[src/rtl/alub_operand_pipe_pkg.sv]
// Shared definitions for the z180 ALU/address-ALU B-operand pipe:
// shaping modes, register-source indices and the default address-source mask.
package alub_operand_pipe_pkg;

    typedef enum logic [1:0] {
        ALUB_M_PASS = 2'b00,
        ALUB_M_REPH = 2'b01,
        ALUB_M_ZXL  = 2'b10,
        ALUB_M_SWAP = 2'b11
    } alub_mode_e;

    localparam int SRC_AF  = 0;
    localparam int SRC_BC  = 1;
    localparam int SRC_DE  = 2;
    localparam int SRC_HL  = 3;
    localparam int SRC_IX  = 4;
    localparam int SRC_IY  = 5;
    localparam int SRC_SP  = 6;
    localparam int SRC_DIN = 7;
    localparam int SRC_IO  = 8;
    localparam int SRC_TMP = 9;
    localparam int SRC_PC  = 10;
    localparam int SRC_ADR = 11;

    localparam int ALUB_NSRC_DFLT = 12;

    // AF is the only default source that never forms an address.
    localparam logic [ALUB_NSRC_DFLT-1:0] ALUB_ADDR_MASK_DFLT = 12'hFFE;

endpackage

[src/rtl/alub_operand_pipe_if.sv]
// Operand-select request side and shaped-operand result side of the B-operand pipe.
// Both sides use valid/ready: a transfer happens on a rising clkc edge where valid and ready are both 1.
interface alub_operand_pipe_if #(
    parameter int DW    = 16,
    parameter int NSRC  = 12,
    parameter int CNT_W = 8
);
    logic [NSRC*DW-1:0] src_bus;
    logic [NSRC-1:0]    sel;
    logic [1:0]         mode;
    logic               in_valid;
    logic               in_ready;
    logic [DW-1:0]      alub_out;
    logic [DW-1:0]      addb_out;
    logic               out_valid;
    logic               out_ready;
    logic               sel_err;
    logic [CNT_W-1:0]   err_cnt;

    modport master (
        output src_bus, sel, mode, in_valid, out_ready,
        input  in_ready, alub_out, addb_out, out_valid, sel_err, err_cnt
    );

    modport slave (
        input  src_bus, sel, mode, in_valid, out_ready,
        output in_ready, alub_out, addb_out, out_valid, sel_err, err_cnt
    );
endinterface

[src/rtl/alub_skid_fifo.sv]
// Two-entry circular FIFO with registered ready; the read port shows the head entry,
// or the most recently popped entry while empty.
module alub_skid_fifo #(
    parameter int W = 32
) (
    input  logic         clkc,
    input  logic         resetb,
    input  logic [W-1:0] wdata,
    input  logic         wvalid,
    output logic         wready,
    output logic [W-1:0] rdata,
    output logic         rvalid,
    input  logic         rready
);
    logic [W-1:0] mem [2];
    logic         wr_ptr;
    logic         rd_ptr;
    logic [1:0]   count;
    logic         push;
    logic         pop;

    assign wready = (count != 2'd2);
    assign rvalid = (count != 2'd0);
    assign push   = wvalid & wready;
    assign pop    = rvalid & rready;

    // When empty the slot behind rd_ptr holds the last popped entry.
    assign rdata = rvalid ? mem[rd_ptr] : mem[~rd_ptr];

    always_ff @(posedge clkc) begin
        if (!resetb) begin
            mem[0] <= '0;
            mem[1] <= '0;
            wr_ptr <= 1'b0;
            rd_ptr <= 1'b0;
            count  <= 2'd0;
        end else begin
            if (push) begin
                mem[wr_ptr] <= wdata;
                wr_ptr      <= ~wr_ptr;
            end
            if (pop) begin
                rd_ptr <= ~rd_ptr;
            end
            case ({push, pop})
                2'b10:   count <= count + 2'd1;
                2'b01:   count <= count - 2'd1;
                default: count <= count;
            endcase
        end
    end
endmodule

[src/rtl/alub_operand_pipe.sv]
// Registered B-operand selector: ORs one-hot-selected sources into a shaped data operand
// and a masked address operand, buffered in a two-entry FIFO; counts malformed selects.
module alub_operand_pipe
    import alub_operand_pipe_pkg::*;
#(
    parameter int              DW        = 16,
    parameter int              NSRC      = ALUB_NSRC_DFLT,
    parameter logic [NSRC-1:0] ADDR_MASK = NSRC'(ALUB_ADDR_MASK_DFLT),
    parameter int              CNT_W     = 8
) (
    input logic                clkc,
    input logic                resetb,
    alub_operand_pipe_if.slave bus
);
    localparam int H = DW / 2;

    logic [DW-1:0]    raw;
    logic [DW-1:0]    addr;
    logic [DW-1:0]    shaped;
    logic [2*DW-1:0]  head;
    logic             malformed;
    logic             accept;
    logic             sel_err_q;
    logic [CNT_W-1:0] err_cnt_q;

    always_comb begin
        raw  = '0;
        addr = '0;
        for (int i = 0; i < NSRC; i++) begin
            if (bus.sel[i]) begin
                raw = raw | bus.src_bus[i*DW +: DW];
            end
            if (bus.sel[i] && ADDR_MASK[i]) begin
                addr = addr | bus.src_bus[i*DW +: DW];
            end
        end
    end

    always_comb begin
        shaped = raw;
        case (alub_mode_e'(bus.mode))
            ALUB_M_REPH: shaped = {raw[DW-1:H], raw[DW-1:H]};
            ALUB_M_ZXL:  shaped = {{(DW-H){1'b0}}, raw[H-1:0]};
            ALUB_M_SWAP: shaped = {raw[H-1:0], raw[DW-1:H]};
            default:     shaped = raw;
        endcase
    end

    // x & (x-1) clears the lowest set bit, so a nonzero result means more than one bit set.
    assign malformed = (bus.sel == '0) || ((bus.sel & (bus.sel - NSRC'(1))) != '0);
    assign accept    = bus.in_valid & bus.in_ready;

    alub_skid_fifo #(
        .W(2*DW)
    ) u_fifo (
        .clkc   (clkc),
        .resetb (resetb),
        .wdata  ({shaped, addr}),
        .wvalid (bus.in_valid),
        .wready (bus.in_ready),
        .rdata  (head),
        .rvalid (bus.out_valid),
        .rready (bus.out_ready)
    );

    assign bus.alub_out = head[2*DW-1:DW];
    assign bus.addb_out = head[DW-1:0];

    always_ff @(posedge clkc) begin
        if (!resetb) begin
            sel_err_q <= 1'b0;
            err_cnt_q <= '0;
        end else if (accept && malformed) begin
            sel_err_q <= 1'b1;
            if (err_cnt_q != '1) begin
                err_cnt_q <= err_cnt_q + CNT_W'(1);
            end
        end
    end

    assign bus.sel_err = sel_err_q;
    assign bus.err_cnt = err_cnt_q;
endmodule

[src/flat_wrapper.sv]
// flat-port wrapper written by rule: the top's interface ports become plain ports
module alub_operand_pipe_flat import alub_operand_pipe_pkg::*;
#(
    parameter int              DW        = 16,
    parameter int              NSRC      = ALUB_NSRC_DFLT,
    parameter logic [NSRC-1:0] ADDR_MASK = NSRC'(ALUB_ADDR_MASK_DFLT),
    parameter int              CNT_W     = 8
)
  (clkc, resetb, bus_src_bus, bus_sel, bus_mode, bus_in_valid, bus_out_ready, bus_in_ready, bus_alub_out, bus_addb_out, bus_out_valid, bus_sel_err, bus_err_cnt);
  alub_operand_pipe_if #(.DW(DW), .NSRC(NSRC), .CNT_W(CNT_W)) bus_i ();
  input logic clkc;
  input logic resetb;
  input wire logic [$bits(bus_i.src_bus)-1:0] bus_src_bus;
  input wire logic [$bits(bus_i.sel)-1:0] bus_sel;
  input wire logic [$bits(bus_i.mode)-1:0] bus_mode;
  input wire logic [$bits(bus_i.in_valid)-1:0] bus_in_valid;
  input wire logic [$bits(bus_i.out_ready)-1:0] bus_out_ready;
  output wire logic [$bits(bus_i.in_ready)-1:0] bus_in_ready;
  output wire logic [$bits(bus_i.alub_out)-1:0] bus_alub_out;
  output wire logic [$bits(bus_i.addb_out)-1:0] bus_addb_out;
  output wire logic [$bits(bus_i.out_valid)-1:0] bus_out_valid;
  output wire logic [$bits(bus_i.sel_err)-1:0] bus_sel_err;
  output wire logic [$bits(bus_i.err_cnt)-1:0] bus_err_cnt;
  assign bus_i.src_bus = bus_src_bus;
  assign bus_i.sel = bus_sel;
  assign bus_i.mode = bus_mode;
  assign bus_i.in_valid = bus_in_valid;
  assign bus_i.out_ready = bus_out_ready;
  assign bus_in_ready = bus_i.in_ready;
  assign bus_alub_out = bus_i.alub_out;
  assign bus_addb_out = bus_i.addb_out;
  assign bus_out_valid = bus_i.out_valid;
  assign bus_sel_err = bus_i.sel_err;
  assign bus_err_cnt = bus_i.err_cnt;
  alub_operand_pipe #(.DW(DW), .NSRC(NSRC), .ADDR_MASK(ADDR_MASK), .CNT_W(CNT_W)) u_core (.clkc(clkc), .resetb(resetb), .bus(bus_i));
endmodule
[config.mk]
export PLATFORM = sky130hd
export DESIGN_NAME = alub_operand_pipe_flat
export DESIGN_NICKNAME = d
export VERILOG_FILES = /design/src/rtl/alub_operand_pipe_pkg.sv /design/src/rtl/alub_operand_pipe_if.sv /design/src/rtl/alub_skid_fifo.sv /design/src/rtl/alub_operand_pipe.sv /design/src/flat_wrapper.sv
export SDC_FILE = /design/constraint.sdc
export NUM_CORES = 1
export LEC_CHECK = 0
export BUFFER_PORTS_ARGS = -buffer_cell sky130_fd_sc_hd__buf_2
export CAP_MARGIN = 20
export CORE_ASPECT_RATIO = 1.4
export CORE_MARGIN = 2
export CORE_UTILIZATION = 49
export CTS_CLUSTER_SIZE = 12
export DETAILED_ROUTE_END_ITERATION = 8
export PLACE_DENSITY = 0.82
export SYNTH_ARGS = -nofsm -noshare
export SYNTH_HDL_FRONTEND = slang
export SYNTH_HIERARCHICAL = 1
export SYNTH_SLANG_ARGS = --single-unit
[constraint.sdc]
create_clock -name clkc -period 3.74 [get_ports clkc]
set_clock_uncertainty 0.2 [all_clocks]
set_input_delay 0.187 -clock clkc [delete_from_list [all_inputs] [get_ports clkc]]
set_output_delay 0.187 -clock clkc [all_outputs]
set_load 0.05 [all_outputs]
## Word-level counts from Yosys, hierarchy flattened

Memory sizes are Yosys's and may differ from the RTL's. A register that Yosys moved wholly into a read port is not among the register bits.
Cells that the tools add are included.

| operators by class | value |
|---|---|
| add/sub/neg operators | 4 |
| $mul | 0 |
| div/mod/pow operators | 0 |
| $lt $le $gt $ge | 0 |
| equality and inequality tests | 7 |
| shift operators | 0 |
| mux-type cells | 35 |
| bitwise gates (word level) | 26 |
| reductions and logical operators | 8 |

Operators with widths:

| cell | number |
|---|---|
| $mux 16 | 23 |
| $or 16x16->16 | 21 |
| $mux 32 | 2 |
| $pmux 16 s3 | 1 |
| $reduce_or 32->1 | 1 |
| $and 12x12->12 | 1 |
| $logic_not 12->1 | 1 |
| $reduce_bool 12->1 | 1 |
| $sub 12x1->12 const B | 1 |
| $add 8x1->8 const B | 1 |
| $mux 1 | 8 |
| $ne 8x8->1 const B | 1 |
| $eq 2x2->1 const B | 3 |
| $eq 2x1->1 const B | 2 |
| $pmux 2 s2 | 1 |
| $reduce_bool 2->1 | 2 |
| $add 2x1->2 const B | 1 |
| $and 1x1->1 | 2 |
| $ne 2x2->1 const B | 1 |
| $not 1->1 | 2 |
| $reduce_and 2->1 | 1 |
| $sub 2x1->2 const B | 1 |
| $logic_and 1x1->1 | 1 |
| $logic_or 1x1->1 | 1 |

| storage, ports and cells | value |
|---|---|
| register bits after elaboration | 13 |
| bits in latches | 0 |
| bits in writable memories | 64 |
| memory bits (read-only) | 0 |
| input bits | 210 |
| output and inout port bits | 43 |
| logic and storage cells | 86 |
| memories kept | 1 |

Memory list:

| name | words | bits a word | read ports | clocked after memory_dff | wr ports | RTL line | text |
|---|---|---|---|---|---|---|---|
| u_core.u_fifo.mem | 2 | 32 | 2 | 1 | 2 | alub_skid_fifo.sv:15 | `logic [W-1:0] mem [2];` |

## Logic depth before layout (Yosys ltp)

Gate-level depths: netlist (run 1).

| depth | value |
|---|---|
| depth after elaboration | 25 |
| mapped depth | 9 |
| depth with buffers taken out | 8 |

## Hierarchy

Netlist (run 1), hierarchy kept.

By module, submodules not included:

| module | times used | cells each | area each (µm²) | seq. area each (µm²) |
|---|---|---|---|---|
| alub_skid_fifo | 1 | 232 | 2982.9 | 2021.9 |
| alub_operand_pipe | 1 | 231 | 1751.7 | 180.2 |

## Worst setup path after synthesis (run 1)

Ideal clock, no wire load.

| timing | value |
|---|---|
| path kind | register -> register |
| start | register u_core.u_fifo.count[0] |
| end | memory u_core.u_fifo.mem[0][0] (enable) |
| library setup time | 0.389 ns |
| arrival time | 2.155 ns |
| required time | 3.151 ns |
| slack | 0.996 ns |
| stages on the path, launching flop included | 5 |
| path buffers | 1 |
| clock period less this slack | 2.744 ns |
| cells stage by stage | dfxtp_1 nand2b_1 nand3b_1 buf_2 nand2_1 |

RTL lines:

| element | RTL line | text |
|---|---|---|
| from (decl) | alub_skid_fifo.sv:18 | `logic [1:0] count;` |
| from (signal assigned) | alub_skid_fifo.sv:46 | `2'b10: count <= count + 2'd1;` |
| from (signal assigned) | alub_skid_fifo.sv:47 | `2'b01: count <= count - 2'd1;` |
| from (signal assigned) | alub_skid_fifo.sv:48 | `default: count <= count;` |
| to (decl) | alub_skid_fifo.sv:15 |  |

## Worst setup path in the final report (run 1)

| timing | value |
|---|---|
| start | register u_core.u_fifo.count[0] |
| end | output port bus_alub_out[13] |

| between the ends | value |
|---|---|
| word-level cells in the longest chain between the ends | 2 |

RTL lines:

| element | RTL line | text |
|---|---|---|
| $reduce_bool 2->1 | alub_skid_fifo.sv:23 | `assign rvalid = (count != 2'd0);` |
| $mux 32 | alub_skid_fifo.sv:28 | `assign rdata = rvalid ? mem[rd_ptr] : mem[~rd_ptr];` |
| to (decl) | flat_wrapper.sv:19 | `output wire logic [$bits(bus_i.alub_out)-1:0] bus_alub_out;` |

Every way passes these cells.

==> results.ini, run 1 <==
[outcome]
status = finished clean

[route]
antenna_left = 0
wl_per_cell_um = 23.7
vias = 5185
via_per_inst = 6.42
drc_errors = 0
routed_wl_um = 19100
first_pass_iters = 6
drt_iter0_markers = 736

[global_route]
antenna_found_initial = 1
grt_pass1_vias = 5017
grt_usage_pct = 36.1
grt_pass1_wl_um = 28000
grt_max_degree = 56
overflow = 0

[clocking]
cts_tree = done
post_cts_resized = 0
cts_made_buffers = 9
htree_levels = 3
ctsHoldBuffers = 0
cts_root_buf = clkbuf_16
worstSkewPairLatency_ns = 0.33
clk_pin_slew_ns = 0.06
cts_setup_buffers = 0
cts_sinks = 78
clock_path_buffers = 2

[placement]
dp_hpwl_um = 14900
placed_area_um2 = 5990
place_ws_ns = 0.794
port_buffers = 252
globalplace.congestion = 1.03

[pwr]
switching_share_pct = 45.2
p_int_uw = 2200
p_clk_share_pct = 19.1
p_leak_uw = 0.00283
pwr-share-seq_pct = 29.3
p_comb_share_pct = 51.6
p_sw_uw = 1820
max-vdd-ir-drop_v = 0.000366
pwr_density_cell_nw_per_um2 = 644

[worst_hold_path]
hold_end = u_core/u_fifo/wr_ptr
hold_path.class = primary input to flip-flop
worstHoldStart = bus_in_valid
hold_depth = 3

[yosys]
synth.avg_cell_area_um2 = 10.2
synth_edf_count = 64
ys_seq_area_share_pct = 46.5
async_flop_share_pct = 0
postSynthCellCount = 463
ys.flop_type = edfxtp_1
post_synth_instance_area_um2 = 4730
ys_warn_count = 6
ys_ff_latch = 78
synth_nets = 675
synth_cell_type_count = 51

[critical_path]
timing.rr.end = u_core/u_fifo/mem[0][10]
slowest_delay_ns = 0.48
crit_type = flip-flop to output port
crit_path_start_kind = flip-flop
required_ns = 3.35
crit_path_max_fanout = 18
reg2reg_from = u_core/u_fifo/count[0]
crit_family = buffers and inverters
critical_path.cell_chain = or2_4, a21oi_4, buf_4, mux2_2, buf_2
ff2ff_path_depth = 5
cp_slowest_cell = a21oi_4
critPathArrivalTime_ns = 2.41
endpoint_kind = output port
reg2reg_setup_slack_ns = 1.08
cp_num_buf_inv = 2

[sta]
fin_tns_setup_ns = 0
drv_slew = 0
max_freq_ghz = 0.358
layout_min_cycle_time_ns = 2.79
slew_headroom_pct = 47.8
finalSetupViolCount = 0
fin_ws_ns = 0.948
hold_violations = 0
fin_crit_sh_pct = 74.7
rsz0062_at_grt = no
tightest_slew_ns = 0.782

[die]
initial_core_util_pct = 50.3
die_x_um = 87.1
fp.coreArea_um2 = 9410
die_h_um = 120
rows = 42
dieArea_um2 = 10500
io_pins = 253

[cells_and_area]
layout_commonest_cell = buf_2
nFillCells = 756
drive_above_1_share_pct = 44.5
stdcell_area_um2 = 6250
layout_common_cells = buf_2, nor2_1, edfxtp_1
nets = 904
area_growth_pct = 32.0
fin_util_pct = 66.4

[run]
drv_cap = 0

[worst register-to-register path, delay by kind of cell (launching register included)]
kind	cells	cell delay [ns]
flops	1	0.44
simple gates	3	1.05
buf+inv	2	0.65
[flip-flops by register name, summed over array words and instances (netlist names), named ones only]
register / cells
u_core/bus.err_cnt: 8
u_core/u_fifo/wr_ptr: 1
u_core/u_fifo/count: 2
u_core/u_fifo/rd_ptr: 1
u_core/u_fifo/mem: 64
u_core/bus.sel_err: 1
[kinds of logic (layout without fill, tap and decap cells)]
group           count (synthesis)  count (layout)  share of synthesized area (%)
fa+ha+maj                       3               3                          0.740
xor+xnor                        3               3                          0.555
compound gates                128             128                           22.4
simple gates                  165             165                           15.6
mux                            43              43                           9.94
other cells                     0               1                              0
buf+inv                        43             277                           4.31
flops                          78              78                           46.5
[worst max-delay path by stage]
stage / end / cells past startpoint / slack, ns / start
after global routing: bus_alub_out[8] / 5 / 0.82 / u_core/u_fifo/count[0]
after CTS: bus_alub_out[13] / 5 / 0.93 / u_core/u_fifo/count[0]
after detailed placement: u_core/bus.sel_err / 7 / 0.79 / bus_sel[1]
after global placement: u_core/bus.err_cnt[5] / 7 / 0.89 / bus_sel[1]
after floorplan: u_core/u_fifo/mem[0][0] / 4 / 1.0 / u_core/u_fifo/count[0]
final: bus_alub_out[13] / 5 / 0.95 / u_core/u_fifo/count[0]
[synth_stat cells (all sizes together) (2+ instances only)]
library cell	n	area [um^2]
a2111oi	2	17.5
a21boi	2	15.0
a21oi	17	96.4
a221oi	30	263
a222oi	16	160
a22o	30	263
a22oi	4	30.0
and3	2	12.5
buf	17	106
clkbuf	23	86.3
dfxtp	14	280
edfxtp	64	1920
ha	2	25.0
inv	3	11.3
mux2	32	360
mux2i	11	110
nand2	45	169
nand2b	7	43.8
nand3	22	110
nor2	69	264
nor2b	3	18.8
nor3	5	30.0
o211ai	2	15.0
o21a	2	15.0
o21ai	4	20.0
o22ai	8	50.1
o31ai	3	36.3
o41ai	3	26.3
or3	4	25.0
or4	3	26.3
xnor2	3	26.3
[power groups by stage]
stage,clock (uW),sequential (uW),combinational (uW)
final,767,1180,2080
after global routing,810,1190,2170
after CTS,768,1180,2070
after detailed placement,0,1190,2070
after global placement,0,1180,2050
after floorplan,0,1200,1600
[area by class of cell]
type,count,area [um^2],share of cell area (%)
sequential,78,2200,35.2
tap,110,138,2.20
multi-input combinational,342,2330,37.3
timing repair buffer,258,1310,20.9
clock inverter,5,26.3,0.421
inverter,3,11.3,0.180
antenna,1,2.50,0.0401
clock buffer,11,233,3.73
[routing by layer]
metal  vias up  track usage (%)  wire, um
met4         0             12.8       617
met1      2421             47.4      6990
met5         -                0         0
met2       437             59.1      9400
li1       2271                -         -
met3        56             6.89      2120
[stage by stage]
stage	hold slack (ns)	total power, uW	cells
after floorplan	0.137	2800	463
after global placement	0.266	3230	791
after detailed placement	0.286	3260	791
after CTS	0.0349	4020	807
after global routing	0.0817	4170	808
final	0.0436	4020	808
Power figures use the tool's default switching activity.
==> inputs of run 2 (changes only) <==
CORE_UTILIZATION = 46   (was 49)
PLACE_DENSITY = 0.78   (was 0.82)
clock period = 2.65 ns   (was 3.74 ns; I/O delays follow)
==> results.ini, run 2 (synthesis results as in run 1) <==
[outcome]
status = finished clean  ; unchanged

[pwr]
pwr_density_cell_nw_per_um2 = 912  ; was 644 nW/um^2
max-vdd-ir-drop_v = 0.000434  ; was 0.000366 V
p_leak_uw = 0.00291  ; was 0.00283 uW

[sta]
tightest_slew_ns = 0.511  ; was 0.782 ns
layout_min_cycle_time_ns = 2.50
slew_headroom_pct = 65.9  ; was 47.8%
rsz0062_at_grt = no  ; unchanged
fin_ws_ns = 0.149  ; was 0.948 ns
max_freq_ghz = 0.400
hold_violations = 0  ; unchanged
drv_slew = 0  ; unchanged
finalSetupViolCount = 0  ; unchanged
fin_crit_sh_pct = 94.4
fin_tns_setup_ns = 0  ; unchanged

[critical_path]
cp_num_buf_inv = 2  ; unchanged
ff2ff_path_depth = 7  ; was 5
slowest_delay_ns = 0.43  ; was 0.48 ns
required_ns = 2.32  ; was 3.35 ns
cp_slowest_cell = mux2_2  ; was a21oi_4
critPathArrivalTime_ns = 2.17  ; was 2.41 ns
endpoint_kind = output port  ; unchanged
critical_path.cell_chain = or2_4, a21oi_4, buf_4, mux2_2, buf_2  ; unchanged
cp.depth = 5  ; unchanged
crit_path_max_fanout = 32  ; was 18
reg2reg_setup_slack_ns = 0.56  ; was 1.08 ns
timing.rr.end = u_core/bus.err_cnt[5]  ; was u_core/u_fifo/mem[0][10]
crit_type = flip-flop to output port  ; unchanged
crit_family = buffers and inverters  ; unchanged
reg2reg_from = u_core/u_fifo/count[0]  ; unchanged
crit_path_start_kind = flip-flop  ; unchanged

[global_route]
grt_use_met3_pct = 9.13  ; was 6.89%
grt_pass1_vias = 5025  ; was 5,017
antenna_found_initial = 4  ; was 1
use_met2_pct = 54.9  ; was 59.1%
gr-max-usage-layer = met2  ; unchanged
overflow = 0  ; unchanged
grt_max_degree = 34  ; was 56
grt_pass1_wl_um = 27000  ; was 28,000 um
grtUsageMet1_pct = 39.0  ; was 47.4%
grt_usage_pct = 32.3  ; was 36.1%

[route]
drt_iter0_markers = 631  ; was 736
wl_per_cell_um = 22.1  ; was 23.7 um
via_per_inst = 6.14  ; was 6.42
routed_wl_um = 18800  ; was 19,100 um
first_pass_iters = 7  ; was 6
drc_errors = 0  ; unchanged
vias = 5212  ; was 5,185
antenna_left = 0  ; unchanged

[die]
dieArea_um2 = 11100  ; was 10,500 um^2
fp.coreArea_um2 = 9950  ; was 9410 um^2
die_x_um = 89.7  ; was 87.1 um
rows = 43  ; was 42
initial_core_util_pct = 47.6  ; was 50.3%
die_h_um = 124  ; was 120 um
io_pins = 253  ; unchanged

[placement]
place_inst = 828  ; was 791
port_buffers = 252  ; unchanged
globalplace.congestion = 0.883  ; was 1.03
dp_hpwl_um = 14400  ; was 14,900 um
place_ws_ns = -0.00696  ; was 0.794 ns

[clocking]
cts_made_buffers = 9  ; unchanged
htree_levels = 3  ; unchanged
cts_root_buf = clkbuf_16  ; unchanged
cts_sinks = 78  ; unchanged
cts_tree = done  ; unchanged
worstSkewPairLatency_ns = 0.33  ; about the same
clock_path_buffers = 2  ; unchanged
clk_pin_slew_ns = 0.06  ; about the same

[worst_hold_path]
hold_depth = 2  ; was 3
hold_path.class = primary input to flip-flop  ; unchanged
worstHoldStart = resetb  ; was bus_in_valid
hold_end = u_core/bus.sel_err  ; was u_core/u_fifo/wr_ptr

[cells_and_area]
nets = 917  ; was 904
largest_reg_flops = 64  ; unchanged
layout_commonest_cell = buf_2  ; unchanged
finalNonFillerCells = 849  ; was 808
regMostFlops = u_core/u_fifo/mem  ; unchanged
layout_common_cells = buf_2, nor2_1, edfxtp_1  ; unchanged
drive_above_1_share_pct = 45.6  ; was 44.5%
area_growth_pct = 36.0  ; was 32.0%

[run]
drv_cap = 0  ; unchanged

## run 2: changes by cell type in the layout (fill, tap and decap cells not counted), sizes merged
cell	delta
buf	+12
diode	+3
bufinv	+2
clkbuf	-1
clkinv	-1
dlygate4sd3	+1
## run 2: stage by stage
stage               util [%]  hold WS [ns]  cell area, um^2  power (uW)
floorplan                  -        0.0824             4740        3950
global placement        61.4         0.271             6110        4570
detailed placement      61.4         0.296             6110        4610
CTS                     64.6        0.0288             6430        5870
global route            64.6        0.0745             6430        6070
finish                  64.7        0.0462             6440        5870
## run 2: how the worst max path moves through the flow
stage                     slack (ns)                    end                   start
after floorplan                 0.06  u_core/bus.err_cnt[5]              bus_sel[2]
after global placement          0.06  u_core/bus.err_cnt[5]              bus_sel[1]
after detailed placement      -0.007  u_core/bus.err_cnt[5]              bus_sel[1]
after CTS                       0.16        bus_alub_out[2]  u_core/u_fifo/count[0]
after global routing            0.09        bus_alub_out[2]  u_core/u_fifo/count[1]
final                           0.15        bus_alub_out[2]  u_core/u_fifo/count[0]
## run 2: layout make-up
| type | count | area [um^2] |
|---|---|---|
| tap | 135 | 169 |
| timing repair buffer | 271 | 1410 |
| clock buffer | 10 | 229 |
| inverter | 3 | 11.3 |
| antenna | 4 | 10.0 |
| multi-input combinational | 342 | 2330 |
| fill | 837 | 3520 |
| clock inverter | 6 | 76.3 |
| sequential | 78 | 2200 |
## run 2: per-layer routing
metal,part of all wire [%],vias up,routed length [um]
li1,-,2305,-
met1,36,2460,6670
met2,49,391,9210
met3,12,52,2250
met4,3.2,4,591
met5,0.14,-,27
## run 2: report_power, final
group          leakage [uW]  switching, uW  internal [uW]
registers          0.000793           83.6           1580
clock network      0.000149            458            813
logic               0.00197           2020            922
## run 2: repair_timing
| action | 4_1_cts | 5_1_grt |
|---|---|---|
| setup buffers | 0 | 0 |
| hold buffers | 1 | 0 |
| hold endpoints to repair | 2 | 0 |
| gates resized for setup | 0 | 0 |
==> inputs of run 3 (changes only) <==
==> constraint.sdc (replaced) <==
create_clock -name clkc -period 2.65 [get_ports clkc]
set_clock_uncertainty 0.2 [all_clocks]
set_input_delay 0.53 -clock clkc [delete_from_list [all_inputs] [get_ports clkc]]
set_output_delay 0.53 -clock clkc [all_outputs]
set_load 0.05 [all_outputs]
==> results.ini, run 3 (synthesis results as in run 1) <==
[global_route]
grt_pass1_vias = 4911  ; was 5,025
antenna_found_initial = 5  ; was 4
grt_max_degree = 35  ; was 34
grt_usage_pct = 32.4  ; was 32.3%
grt_pass1_wl_um = 27200  ; was 27,000 um
overflow = 0  ; unchanged

[clocking]
cts_tree = done  ; unchanged
worstSkewPairLatency_ns = 0.33  ; about the same
cts_sinks = 78  ; unchanged
ctsHoldBuffers = 0  ; was 1
clk_pin_slew_ns = 0.06  ; about the same
cts_made_buffers = 9  ; unchanged
cts_root_buf = clkbuf_16  ; unchanged
clock_path_buffers = 2  ; unchanged
htree_levels = 3  ; unchanged

[pwr]
p_leak_uw = 0.00312  ; was 0.00291 uW
max-vdd-ir-drop_v = 0.000516  ; was 0.000434 V
pwr_density_cell_nw_per_um2 = 1020  ; was 912 nW/um^2

[route]
via_per_inst = 6.16  ; was 6.14
antenna_left = 0  ; unchanged
vias = 5297  ; was 5,212
routed_wl_um = 20000  ; was 18,800 um
first_pass_iters = 7  ; unchanged
wl_per_cell_um = 23.3  ; was 22.1 um
drt_iter0_markers = 677  ; was 631
drc_errors = 0  ; unchanged

[cells_and_area]
nFillCells = 735  ; was 837
regMostFlops = u_core/u_fifo/mem  ; unchanged
layout_commonest_cell = buf_2  ; unchanged
layout_common_cells = buf_2, nor2_1, edfxtp_1  ; unchanged
largest_reg_flops = 64  ; unchanged
nets = 926  ; was 917
drive_above_1_share_pct = 47.6  ; was 45.6%
area_growth_pct = 46.3  ; was 36.0%

[critical_path]
crit_path_start_kind = flip-flop  ; unchanged
endpoint_kind = output port  ; unchanged
ff2ff_path_depth = 8  ; was 7
required_ns = 1.92  ; was 2.32 ns
crit_path_max_fanout = 8  ; was 32
critPathArrivalTime_ns = 1.92  ; was 2.17 ns
crit_type = flip-flop to output port  ; unchanged

[run]
drv_cap = 0  ; unchanged

[die]
dieArea_um2 = 11100  ; unchanged
io_pins = 253  ; unchanged
die_x_um = 89.7  ; unchanged
die_h_um = 124  ; unchanged
initial_core_util_pct = 47.6  ; unchanged
fp.coreArea_um2 = 9950  ; unchanged
rows = 43  ; unchanged

[worst_hold_path]
hold_path.class = flip-flop to flip-flop  ; was primary input to flip-flop
hold_depth = 2  ; unchanged

[placement]
port_buffers = 252  ; unchanged
place_ws_ns = -0.254  ; was -0.00696 ns
globalplace.congestion = 0.975  ; was 0.883
dp_hpwl_um = 14600  ; was 14,400 um

[sta]
layout_min_cycle_time_ns = 2.65  ; was 2.50 ns
hold_violations = 0  ; unchanged
fin_tns_setup_ns = 0  ; unchanged
rsz0062_at_grt = yes  ; was no
finalSetupViolCount = 0  ; unchanged
tightest_slew_ns = 0.631  ; was 0.511 ns
max_freq_ghz = 0.377  ; was 0.400 GHz
fin_ws_ns = 0.000965  ; was 0.149 ns
fin_crit_sh_pct = 100  ; was 94.4%
slew_headroom_pct = 58.0  ; was 65.9%
drv_slew = 0  ; unchanged

[outcome]
status = finished clean  ; unchanged

run 3: changes by cell type in the layout (fill, tap and decap cells not counted), sizes merged:
cell	previous run	this run
buf	270	278
bufinv	2	1
clkbuf	10	11
clkinv	4	5
clkinvlp	0	1
diode	4	6
dlygate4sd3	1	0
run 3: layout make-up:
cell class / instances / area (um^2) / area share [%]
multi-input combinational: 342 / 2420 / 34.9
sequential: 78 / 2210 / 31.9
timing repair buffer: 280 / 1820 / 26.2
clock buffer: 9 / 225 / 3.25
tap: 135 / 169 / 2.44
clock inverter: 7 / 65.1 / 0.939
antenna: 6 / 15.0 / 0.217
inverter: 3 / 11.3 / 0.163
run 3: power by group:
part | leakage [uW] | total [uW] | switching (uW) | internal (uW)
logic | 0.00218 | 4170 | 2320 | 1850
clock network | 0.000143 | 1190 | 470 | 721
registers | 0.000794 | 1680 | 93.9 | 1580
run 3: through the flow:
step | utilization, % | hold WS (ns) | instances | total power, uW | cell area, um^2
2_1_floorplan | - | 0.304 | 463 | 3950 | 4750
3_3_place_gp | 61.9 | 0.268 | 832 | 4600 | 6160
3_5_place_dp | 61.9 | 0.280 | 832 | 4650 | 6160
4_1_cts | 66.5 | 0.288 | 851 | 6280 | 6620
5_1_grt | 69.5 | 0.338 | 855 | 7230 | 6920
6_report | 69.6 | 0.296 | 860 | 7040 | 6930
run 3: worst max-delay path: stages, from the launching register on:
cell and delay [ns]:
dfxtp_2 0.34, or2_4 0.27, a21oi_4 0.17, buf_6 0.14, buf_12 0.13, mux2_2 0.37
buf_6 0.16
run 3: repair_timing:
| action | 4_1_cts | 5_1_grt |
|---|---|---|
| setup endpoints to repair | 32 | 32 |
| pin swaps | 1 | 1 |
| cloned | 1 | 2 |
| setup buffers | 2 | 1 |
| resized for setup | 47 | 66 |
run 3: path summary, 6_finish.rpt:
kind                            slack (ns)                    from                     to
worst max-delay path                 0.001  u_core/u_fifo/count[1]        bus_addb_out[5]
worst min-delay path                  0.30   u_core/bus.err_cnt[5]  u_core/bus.err_cnt[5]
worst max register to register        0.65   u_core/bus.err_cnt[0]  u_core/bus.err_cnt[5]
worst min register to register        0.30   u_core/bus.err_cnt[5]  u_core/bus.err_cnt[5]
run 3: layer usage:
metal	vias up	global-route usage [%]	wire, um	share of wire, %
met3	71	11.4	2450	12
met4	4	12.2	846	4.2
met2	417	54.3	9770	49
met1	2481	38.9	6920	35
li1	2324	-	-	-
met5	-	0	24	0.12
